## src/rtl/axi_rd_rr_if.sv

```systemverilog
// Handshake bundle between the AR request queues, the downstream AR channel
// and the read-address scheduler.
interface axi_rd_rr_if #(
  parameter int CNTW = 4
) ();
  logic [3:0]        req_vld;
  logic [3:0]        req_rdy;
  logic              grant_vld;
  logic [1:0]        grant_sel;
  logic              arready;
  logic [3:0]        done_vld;
  logic              quiesce;
  logic              idle;
  logic [4*CNTW-1:0] out_cnt;
  logic [3:0]        err;

  modport slave (
    input  req_vld, arready, done_vld, quiesce,
    output req_rdy, grant_vld, grant_sel, idle, out_cnt, err
  );

  modport master (
    output req_vld, arready, done_vld, quiesce,
    input  req_rdy, grant_vld, grant_sel, idle, out_cnt, err
  );
endinterface

```

## src/rtl/axi_rd_rr_scheduler.sv

```systemverilog
// Round-robin AR scheduler for a 4-to-1 read merger: holds each offer until
// arready, tracks per-port outstanding bursts, and reports idle for quiesce.
//
//   state   | meaning
//   S_IDLE  | no offer on the downstream AR channel
//   S_OFFER | grant_vld=1, grant_sel held until arready
module axi_rd_rr_scheduler #(
  parameter int MAXOUT = 8,
  parameter int CNTW   = 4
) (
  input  logic        clk,
  input  logic        rst,
  axi_rd_rr_if.slave  bus
);
  typedef enum logic {S_IDLE, S_OFFER} state_e;

  localparam logic [CNTW-1:0] MAX_C = CNTW'(MAXOUT);

  state_e          state_q, state_d;
  logic [1:0]      sel_q, sel_d;
  logic [1:0]      ptr_q, ptr_d;
  logic [CNTW-1:0] cnt_q [4];
  logic [CNTW-1:0] cnt_d [4];
  logic [3:0]      err_q, err_d;

  logic            accept;
  logic [3:0]      inc;
  logic [3:0]      elig;
  logic            found;
  logic [1:0]      winner;
  logic [1:0]      idx;
  logic            all_zero;

  always_comb begin
    accept = (state_q == S_OFFER) && bus.arready;
    inc    = accept ? (4'b0001 << sel_q) : 4'b0000;
    err_d  = err_q;
    for (int i = 0; i < 4; i++) begin
      cnt_d[i] = cnt_q[i];
      if (inc[i] && !bus.done_vld[i]) begin
        cnt_d[i] = cnt_q[i] + CNTW'(1);
      end else if (bus.done_vld[i] && !inc[i]) begin
        if (cnt_q[i] == '0) err_d[i] = 1'b1;
        else                cnt_d[i] = cnt_q[i] - CNTW'(1);
      end
    end
    ptr_d = accept ? (sel_q + 2'd1) : ptr_q;

    // After an accept the just-granted port is masked and fresh counts apply.
    for (int i = 0; i < 4; i++) begin
      elig[i] = bus.req_vld[i] && !bus.quiesce && !inc[i] &&
                ((accept ? cnt_d[i] : cnt_q[i]) < MAX_C);
    end

    found  = 1'b0;
    winner = ptr_d;
    for (int k = 0; k < 4; k++) begin
      idx = ptr_d + 2'(k);
      if (!found && elig[idx]) begin
        found  = 1'b1;
        winner = idx;
      end
    end

    state_d = state_q;
    sel_d   = sel_q;
    case (state_q)
      S_IDLE: begin
        if (found) begin
          state_d = S_OFFER;
          sel_d   = winner;
        end
      end
      S_OFFER: begin
        if (accept) begin
          if (found) sel_d   = winner;
          else       state_d = S_IDLE;
        end
      end
      default: state_d = S_IDLE;
    endcase
  end

  always_ff @(posedge clk) begin
    if (rst) begin
      state_q <= S_IDLE;
      sel_q   <= '0;
      ptr_q   <= '0;
      err_q   <= '0;
      for (int i = 0; i < 4; i++) cnt_q[i] <= '0;
    end else begin
      state_q <= state_d;
      sel_q   <= sel_d;
      ptr_q   <= ptr_d;
      err_q   <= err_d;
      for (int i = 0; i < 4; i++) cnt_q[i] <= cnt_d[i];
    end
  end

  always_comb begin
    all_zero    = 1'b1;
    bus.out_cnt = '0;
    for (int i = 0; i < 4; i++) begin
      bus.out_cnt[i*CNTW +: CNTW] = cnt_q[i];
      if (cnt_q[i] != '0) all_zero = 1'b0;
    end
  end

  assign bus.req_rdy   = inc;
  assign bus.grant_vld = (state_q == S_OFFER);
  assign bus.grant_sel = sel_q;
  assign bus.idle      = (state_q == S_IDLE) && all_zero;
  assign bus.err       = err_q;
endmodule

```

## src/flat_wrapper.sv

```systemverilog
// flat-port wrapper written by rule: the top's interface ports become plain ports
module axi_rd_rr_scheduler_flat 
#(
  parameter int MAXOUT = 8,
  parameter int CNTW   = 4
)
  (clk, rst, bus_req_vld, bus_arready, bus_done_vld, bus_quiesce, bus_req_rdy, bus_grant_vld, bus_grant_sel, bus_idle, bus_out_cnt, bus_err);
  axi_rd_rr_if #(.CNTW(CNTW)) bus_i ();
  input  logic clk;
  input  logic rst;
  input wire logic [$bits(bus_i.req_vld)-1:0] bus_req_vld;
  input wire logic [$bits(bus_i.arready)-1:0] bus_arready;
  input wire logic [$bits(bus_i.done_vld)-1:0] bus_done_vld;
  input wire logic [$bits(bus_i.quiesce)-1:0] bus_quiesce;
  output wire logic [$bits(bus_i.req_rdy)-1:0] bus_req_rdy;
  output wire logic [$bits(bus_i.grant_vld)-1:0] bus_grant_vld;
  output wire logic [$bits(bus_i.grant_sel)-1:0] bus_grant_sel;
  output wire logic [$bits(bus_i.idle)-1:0] bus_idle;
  output wire logic [$bits(bus_i.out_cnt)-1:0] bus_out_cnt;
  output wire logic [$bits(bus_i.err)-1:0] bus_err;
  assign bus_i.req_vld = bus_req_vld;
  assign bus_i.arready = bus_arready;
  assign bus_i.done_vld = bus_done_vld;
  assign bus_i.quiesce = bus_quiesce;
  assign bus_req_rdy = bus_i.req_rdy;
  assign bus_grant_vld = bus_i.grant_vld;
  assign bus_grant_sel = bus_i.grant_sel;
  assign bus_idle = bus_i.idle;
  assign bus_out_cnt = bus_i.out_cnt;
  assign bus_err = bus_i.err;
  axi_rd_rr_scheduler #(.MAXOUT(MAXOUT), .CNTW(CNTW)) u_core (.clk(clk), .rst(rst), .bus(bus_i));
endmodule
```

## config.mk

```make
export PLATFORM = sky130hd
export DESIGN_NAME = axi_rd_rr_scheduler_flat
export DESIGN_NICKNAME = d
export VERILOG_FILES = /design/src/rtl/axi_rd_rr_if.sv /design/src/rtl/axi_rd_rr_scheduler.sv /design/src/flat_wrapper.sv
export SDC_FILE = /design/constraint.sdc
export NUM_CORES = 1
export LEC_CHECK = 0
export CORE_MARGIN = 4
export CORE_UTILIZATION = 37
export CTS_CLUSTER_DIAMETER = 80
export DETAILED_ROUTE_END_ITERATION = 10
export PLACE_DENSITY_LB_ADDON = 0.12
export SLEW_MARGIN = 20
export SYNTH_ARGS = -nofsm -noshare
export SYNTH_HDL_FRONTEND = slang
export SYNTH_SLANG_ARGS = --single-unit
```

## constraint.sdc

```tcl
create_clock -name clk -period 6.7 [get_ports clk]
set_input_delay 1.675 -clock clk [delete_from_list [all_inputs] [get_ports clk]]
set_output_delay 1.675 -clock clk [all_outputs]
set_load 0.02 [all_outputs]
```

==> impl_metrics.env, run 1 <==
export IMPL_dp_hpwl_um=3533
export IMPL_fin_skew_ns=0.007788
export IMPL_crit_type="in2out"
export IMPL_post_synth_and_or_nand_nor_area_fraction=0.2768
export IMPL_r2r_slack_ns=3.73
export IMPL_start_util=0.3943
export IMPL_synth_top_family_by_area="simple AND/OR/NAND/NOR gates"
export IMPL_synthAdderAreaFrac=0.1309
export IMPL_slew_violations=0
export IMPL_drive_gt1_frac=0.06574
export IMPL_crit_fanout=12
export IMPL_synthToLayoutAreaGrowth_pct=25.33
export IMPL_dieArea_mm2=0.006381
export IMPL_synth_cells=253
export IMPL_holdPathStages=2
export IMPL_row_count=25
export IMPL_path_clk_slew_ns=0.10
export IMPL_synth_compound_area_share=0.2245
export IMPL_first_global_vias=1675
export IMPL_start_kind="primary input"
export IMPL_irDropWorstVdd_mv=0.08116
export IMPL_track_usage=0.1483
export IMPL_synthMuxAreaShare=0.02814
export IMPL_numCtsBuffers=3
export IMPL_postRouteAntennaNets=0
export IMPL_setup_viol=0
export IMPL_fillCellCount=485
export IMPL_setup_tns_final_ns=0
export IMPL_synth_xor_xnor_area_share=0.01374
export IMPL_first_pass_iters=5
export IMPL_grt_start_max_net_pins=27
export IMPL_required_ns=5.03
export IMPL_crit_arrival_ns=3.26
export IMPL_synth_cell_types=54
export IMPL_grt_ovfl_total=0
export IMPL_layout_worst_path_cycle_share=0.7367
export IMPL_cts_hold_buf=0
export IMPL_cts_tree="done"
export IMPL_holdCritPathClass="reg2reg"
export IMPL_rsz0062_at_grt="false"
export IMPL_yosysTopAreaCell="dfxtp_1"
export IMPL_synth_flop_cell="dfxtp_1"
export IMPL_hold_viol=0
export IMPL_period_needed_ns=4.936
export IMPL_ys_async_sr_fraction=0
export IMPL_synth_area_leaders="dfxtp_1, ha_1, nor2_1"
export IMPL_io_pins=40
export IMPL_yosysWarningCount=0
export IMPL_fmaxAchievable_mhz=202.6
export IMPL_num_vias=1890
export IMPL_min_to="u_core.bus.err[1]"
export IMPL_ctsResizeCount=0
export IMPL_routed_wl_um=4656
export IMPL_vias_per_cell=5.309
export IMPL_h_tree_depth=1
export IMPL_seq_area_um2=500.5
export IMPL_drt_iter0_markers=59
export IMPL_leakagePower_nw=0.9794
export IMPL_syn_area_mm2=0.001912
export IMPL_drc=0
export IMPL_gp_congestion=0.8194
export IMPL_final_nets=322
export IMPL_grt_pass1_wl_um=7734
export IMPL_tightestPinTransition_ns=1.026
export IMPL_core_area_mm2=0.004848
export IMPL_power_w=0.0003632
export IMPL_p_per_area_mw_per_mm2=151.6
export IMPL_portBuffers=39
export IMPL_yosysSeqAreaShare=0.2618
export IMPL_worstReg2RegEnd="u_core.bus.grant_sel[1]"
export IMPL_cts_root_buf="clkbuf_8"
export IMPL_die_w_um=79.88
export IMPL_cts_path_max_buffers=2
export IMPL_relSlewSlack=0.3139
export IMPL_antenna_cells=0
export IMPL_clk_latency_ns=0.28
export IMPL_worst_r2r_cell_count=12
export IMPL_synthesis_nets=285
export IMPL_whs_ns=0.4811
export IMPL_synth_top_area_frac=0.2618
export IMPL_fp_dieH_um=79.88
export IMPL_min_from="u_core.bus.err[1]"
export IMPL_synth_seq_cells=25
export IMPL_synth_edff_count=0
export IMPL_clock_sinks=25
export IMPL_worstReg2RegStart="u_core.bus.grant_sel[0]"
export IMPL_synth_cells_most_frequent="nor2_1, dfxtp_1, a21oi_1, inv_1, nand2_1"
export IMPL_syn_avg_cell_area_um2=7.557
export IMPL_post_cts_buffers=0
export IMPL_antenna_found_initial=0
export IMPL_synth_most_common_cell="nor2_1"
export IMPL_post_drt_wl_per_cell_um=13.08
export IMPL_max_cap_viol_count=0
export IMPL_multi_input_area_mm2=0.001289
export IMPL_endpoint_kind="output port"
export IMPL_status="completed"
## through the flow
stage / setup WS, ns / instance area (µm²) / instances / util
2_1_floorplan: 2.623 / 1912 / 253 / -
3_3_place_gp: 1.752 / 2350 / 352 / 0.4846
3_5_place_dp: 1.756 / 2350 / 352 / 0.4846
4_1_cts: 1.756 / 2396 / 356 / 0.4942
5_1_grt: 1.633 / 2396 / 356 / 0.4942
6_report: 1.764 / 2396 / 356 / 0.4942
## area by class of cell
cell class              count  area share
inverters                  23     0.03603
multi-input cells         198      0.5379
well taps                  67     0.03499
clock buffers               3     0.01723
repair buffers             39      0.1629
flip-flops and latches     25      0.2089
clock inverters             1    0.002089
## layout by cell type (no fill, tap or decap), types with 3 or more instances in the layout
master and n:
nor2b_1 6, or3_1 8, a22oi_1 4, a21o_1 3
inv_1 21, nand2b_1 3, ha_1 20, nand2_1 21
a21oi_1 21, nor3b_1 4, dfxtp_1 25, o21ai_0 14
nor3_1 3, nor2_1 41, clkbuf_8 3, nand3_1 4
clkdlybuf4s50_1 39
## critical path, stage by stage
cell and delay (ns):
clkdlybuf4s50_1 0.52, and2_4 0.25, nand2_1 0.13, inv_1 0.09
clkdlybuf4s50_1 0.60
## where the power goes
part	switching [W]	leakage [nW]	internal, W
logic	0.0000568	0.750	0.0000470
clock network	0.0000534	0.0255	0.0000418
registers	0.00000875	0.204	0.000156
total	0.000119	0.979	0.000244
## kinds of logic after synthesis
family          Yosys count
flops                    25
mux                       5
compound gates           66
buf+inv                  30
simple gates            104
xor+xnor                  3
fa+ha+maj                20
## how the worst max path moves through the flow
| stage | startpoint | endpoint | slack, ns |
|---|---|---|---|
| floorplan | bus_arready | u_core.bus.grant_sel[1] | 2.62 |
| global placement | bus_arready | bus_req_rdy[2] | 1.75 |
| detailed placement | bus_arready | bus_req_rdy[2] | 1.76 |
| CTS | bus_arready | bus_req_rdy[2] | 1.76 |
| global route | bus_arready | bus_req_rdy[2] | 1.63 |
| finish | bus_arready | bus_req_rdy[2] | 1.76 |
## metal layers
| layer | global-route usage | share of wire | wire length (µm) |
|---|---|---|---|
| met5 | 0 | 0 | 0 |
| met4 | 0.03547 | 0.010 | 47 |
| met1 | 0.1921 | 0.47 | 2183 |
| met3 | 0.03386 | 0.053 | 248 |
| met2 | 0.2475 | 0.47 | 2176 |
Power figures use the tool's default switching activity.
==> run 2: changes to the inputs <==
==> constraint.sdc (replaced) <==
create_clock -name clk -period 3.95 [get_ports clk]
set_input_delay 0.9875 -clock clk [delete_from_list [all_inputs] [get_ports clk]]
set_output_delay 0.9875 -clock clk [all_outputs]
set_load 0.02 [all_outputs]
==> impl_metrics.env, run 2 (synthesis gave the netlist of run 1 again) <==
export IMPL_tightestPinTransition_ns=0.5757
export IMPL_final_cell_mix="nor2_1, clkdlybuf4s50_1, dfxtp_1"
export IMPL_portBuffers=39
export IMPL_grt_pass1_wl_um=7831
export IMPL_die_w_um=79.88
export IMPL_crit_type="in2out"
export IMPL_path_clk_slew_ns=0.10
export IMPL_clock_sinks=25
export IMPL_critPathLaunch="bus_arready"
export IMPL_required_ns=2.96
export IMPL_dieArea_mm2=0.006381
export IMPL_leakagePower_nw=0.9859
export IMPL_drt_iter0_markers=42
export IMPL_dp_hpwl_um=3587
export IMPL_critPathCapture="bus_req_rdy[2]"
export IMPL_endpoint_kind="output port"
export IMPL_gp_congestion=0.8959
export IMPL_final_nets=324
export IMPL_rsz0062_at_grt="false"
export IMPL_r2r_slack_ns=1.09
export IMPL_period_needed_ns=3.580
export IMPL_cts_path_max_buffers=2
export IMPL_cts_tree="done"
export IMPL_relSlewSlack=0.6063
export IMPL_holdPathStages=2
export IMPL_core_area_mm2=0.004848
export IMPL_fp_dieH_um=79.88
export IMPL_cts_root_buf="clkbuf_8"
export IMPL_track_usage=0.1500
export IMPL_p_per_area_mw_per_mm2=255.5
export IMPL_start_kind="primary input"
export IMPL_worst_slack_ns=0.3698
export IMPL_fin_skew_ns=0.01110
export IMPL_setup_viol=0
export IMPL_start_util=0.3943
export IMPL_layout_commonest_cell="nor2_1"
export IMPL_io_pins=40
export IMPL_first_pass_iters=4
export IMPL_status="completed"
export IMPL_layout_worst_path_cycle_share=0.9064
export IMPL_crit_arrival_ns=2.59
export IMPL_postRouteAntennaNets=0
export IMPL_dp_slack_ns=0.1801
export IMPL_crit_fanout=12
export IMPL_setup_tns_final_ns=0
export IMPL_max_cap_viol_count=0
export IMPL_antenna_found_initial=0
export IMPL_cts_hold_buf=0
export IMPL_first_global_vias=1646
export IMPL_worstReg2RegStart="u_core.bus.grant_sel[0]"
export IMPL_drive_gt1_frac=0.07216
export IMPL_vias_per_cell=5.173
export IMPL_worst_r2r_cell_count=12
export IMPL_irDropWorstVdd_mv=0.1678
export IMPL_synthToLayoutAreaGrowth_pct=26.24
export IMPL_drc=0
export IMPL_antenna_cells=0
export IMPL_holdCritPathClass="reg2reg"
export IMPL_fmaxAchievable_mhz=279.3
export IMPL_numCtsBuffers=3
export IMPL_post_cts_buffers=0
export IMPL_ctsResizeCount=0
export IMPL_row_count=25
export IMPL_worstReg2RegEnd="u_core.bus.grant_sel[1]"
export IMPL_grt_ovfl_total=0
export IMPL_clk_latency_ns=0.28
export IMPL_h_tree_depth=1
export IMPL_hold_viol=0
export IMPL_num_vias=1852
export IMPL_slew_violations=0
export IMPL_routed_wl_um=4724
export IMPL_grt_start_max_net_pins=18
export IMPL_post_drt_wl_per_cell_um=13.20
[run 2: stage by stage]
stage               cells  hold slack (ns)  instance area, µm²    util  total power [W]
floorplan             253           0.5024                1912       -        0.0003951
global placement      354           0.4510                2365  0.4877        0.0004630
detailed placement    354           0.4586                2365  0.4877        0.0004615
CTS                   358           0.4856                2414  0.4978        0.0006293
global route          358           0.5059                2414  0.4978        0.0006573
finish                358           0.4731                2414  0.4978        0.0006166
[run 2: routing by layer]
metal | part of all wire | GRT usage
met1 | 0.49 | 0.2106
met4 | 0.0040 | 0.02534
met5 | 0 | 0
met3 | 0.044 | 0.03047
met2 | 0.46 | 0.2384
[run 2: final cells by class]
class	instances	area [µm²]
Inverter	23	86.33
Clock inverter	1	7.507
Multi-Input combinational cell	198	1289
Tap cell	67	83.83
Sequential cell	25	500.5
Timing Repair Buffer	41	405.4
Clock buffer	3	41.29
Fill cell	490	2435
[run 2: power by group]
part / total, W / switching (W) / internal [W]
clock network: 0.000160 / 0.0000884 / 0.0000716
logic: 0.000178 / 0.0000978 / 0.0000803
registers: 0.000279 / 0.0000147 / 0.000264
total: 0.000617 / 0.000201 / 0.000416
[run 2: how the worst min path moves through the flow]
| stage | startpoint | to | slack, ns |
|---|---|---|---|
| detailed placement | u_core.bus.err[2] | u_core.bus.err[2] | 0.46 |
| global route | u_core.bus.err[3] | u_core.bus.err[3] | 0.51 |
| global placement | u_core.bus.err[2] | u_core.bus.err[2] | 0.45 |
| floorplan | u_core.ptr_q[0] | u_core.ptr_q[0] | 0.50 |
| CTS | u_core.bus.err[2] | u_core.bus.err[2] | 0.49 |
| finish | u_core.bus.err[2] | u_core.bus.err[2] | 0.47 |
[run 2: critical path, cell delays in order]
cell and delay, ns:
clkdlybuf4s50_1 0.52, and2_4 0.25, nand2_1 0.13, inv_1 0.09, clkdlybuf4s50_1 0.61
==> run 3: changes to the inputs <==
--- a/config.mk
+++ b/config.mk
@@ -8,6 +8,7 @@
 export CORE_MARGIN = 4
 export CORE_UTILIZATION = 37
 export CTS_CLUSTER_DIAMETER = 80
+export CTS_CLUSTER_SIZE = 25
 export DETAILED_ROUTE_END_ITERATION = 10
 export PLACE_DENSITY_LB_ADDON = 0.12
 export SLEW_MARGIN = 20
==> results of run 3 <==
No change in the layout: final DEF, timing and power equal those of run 2.
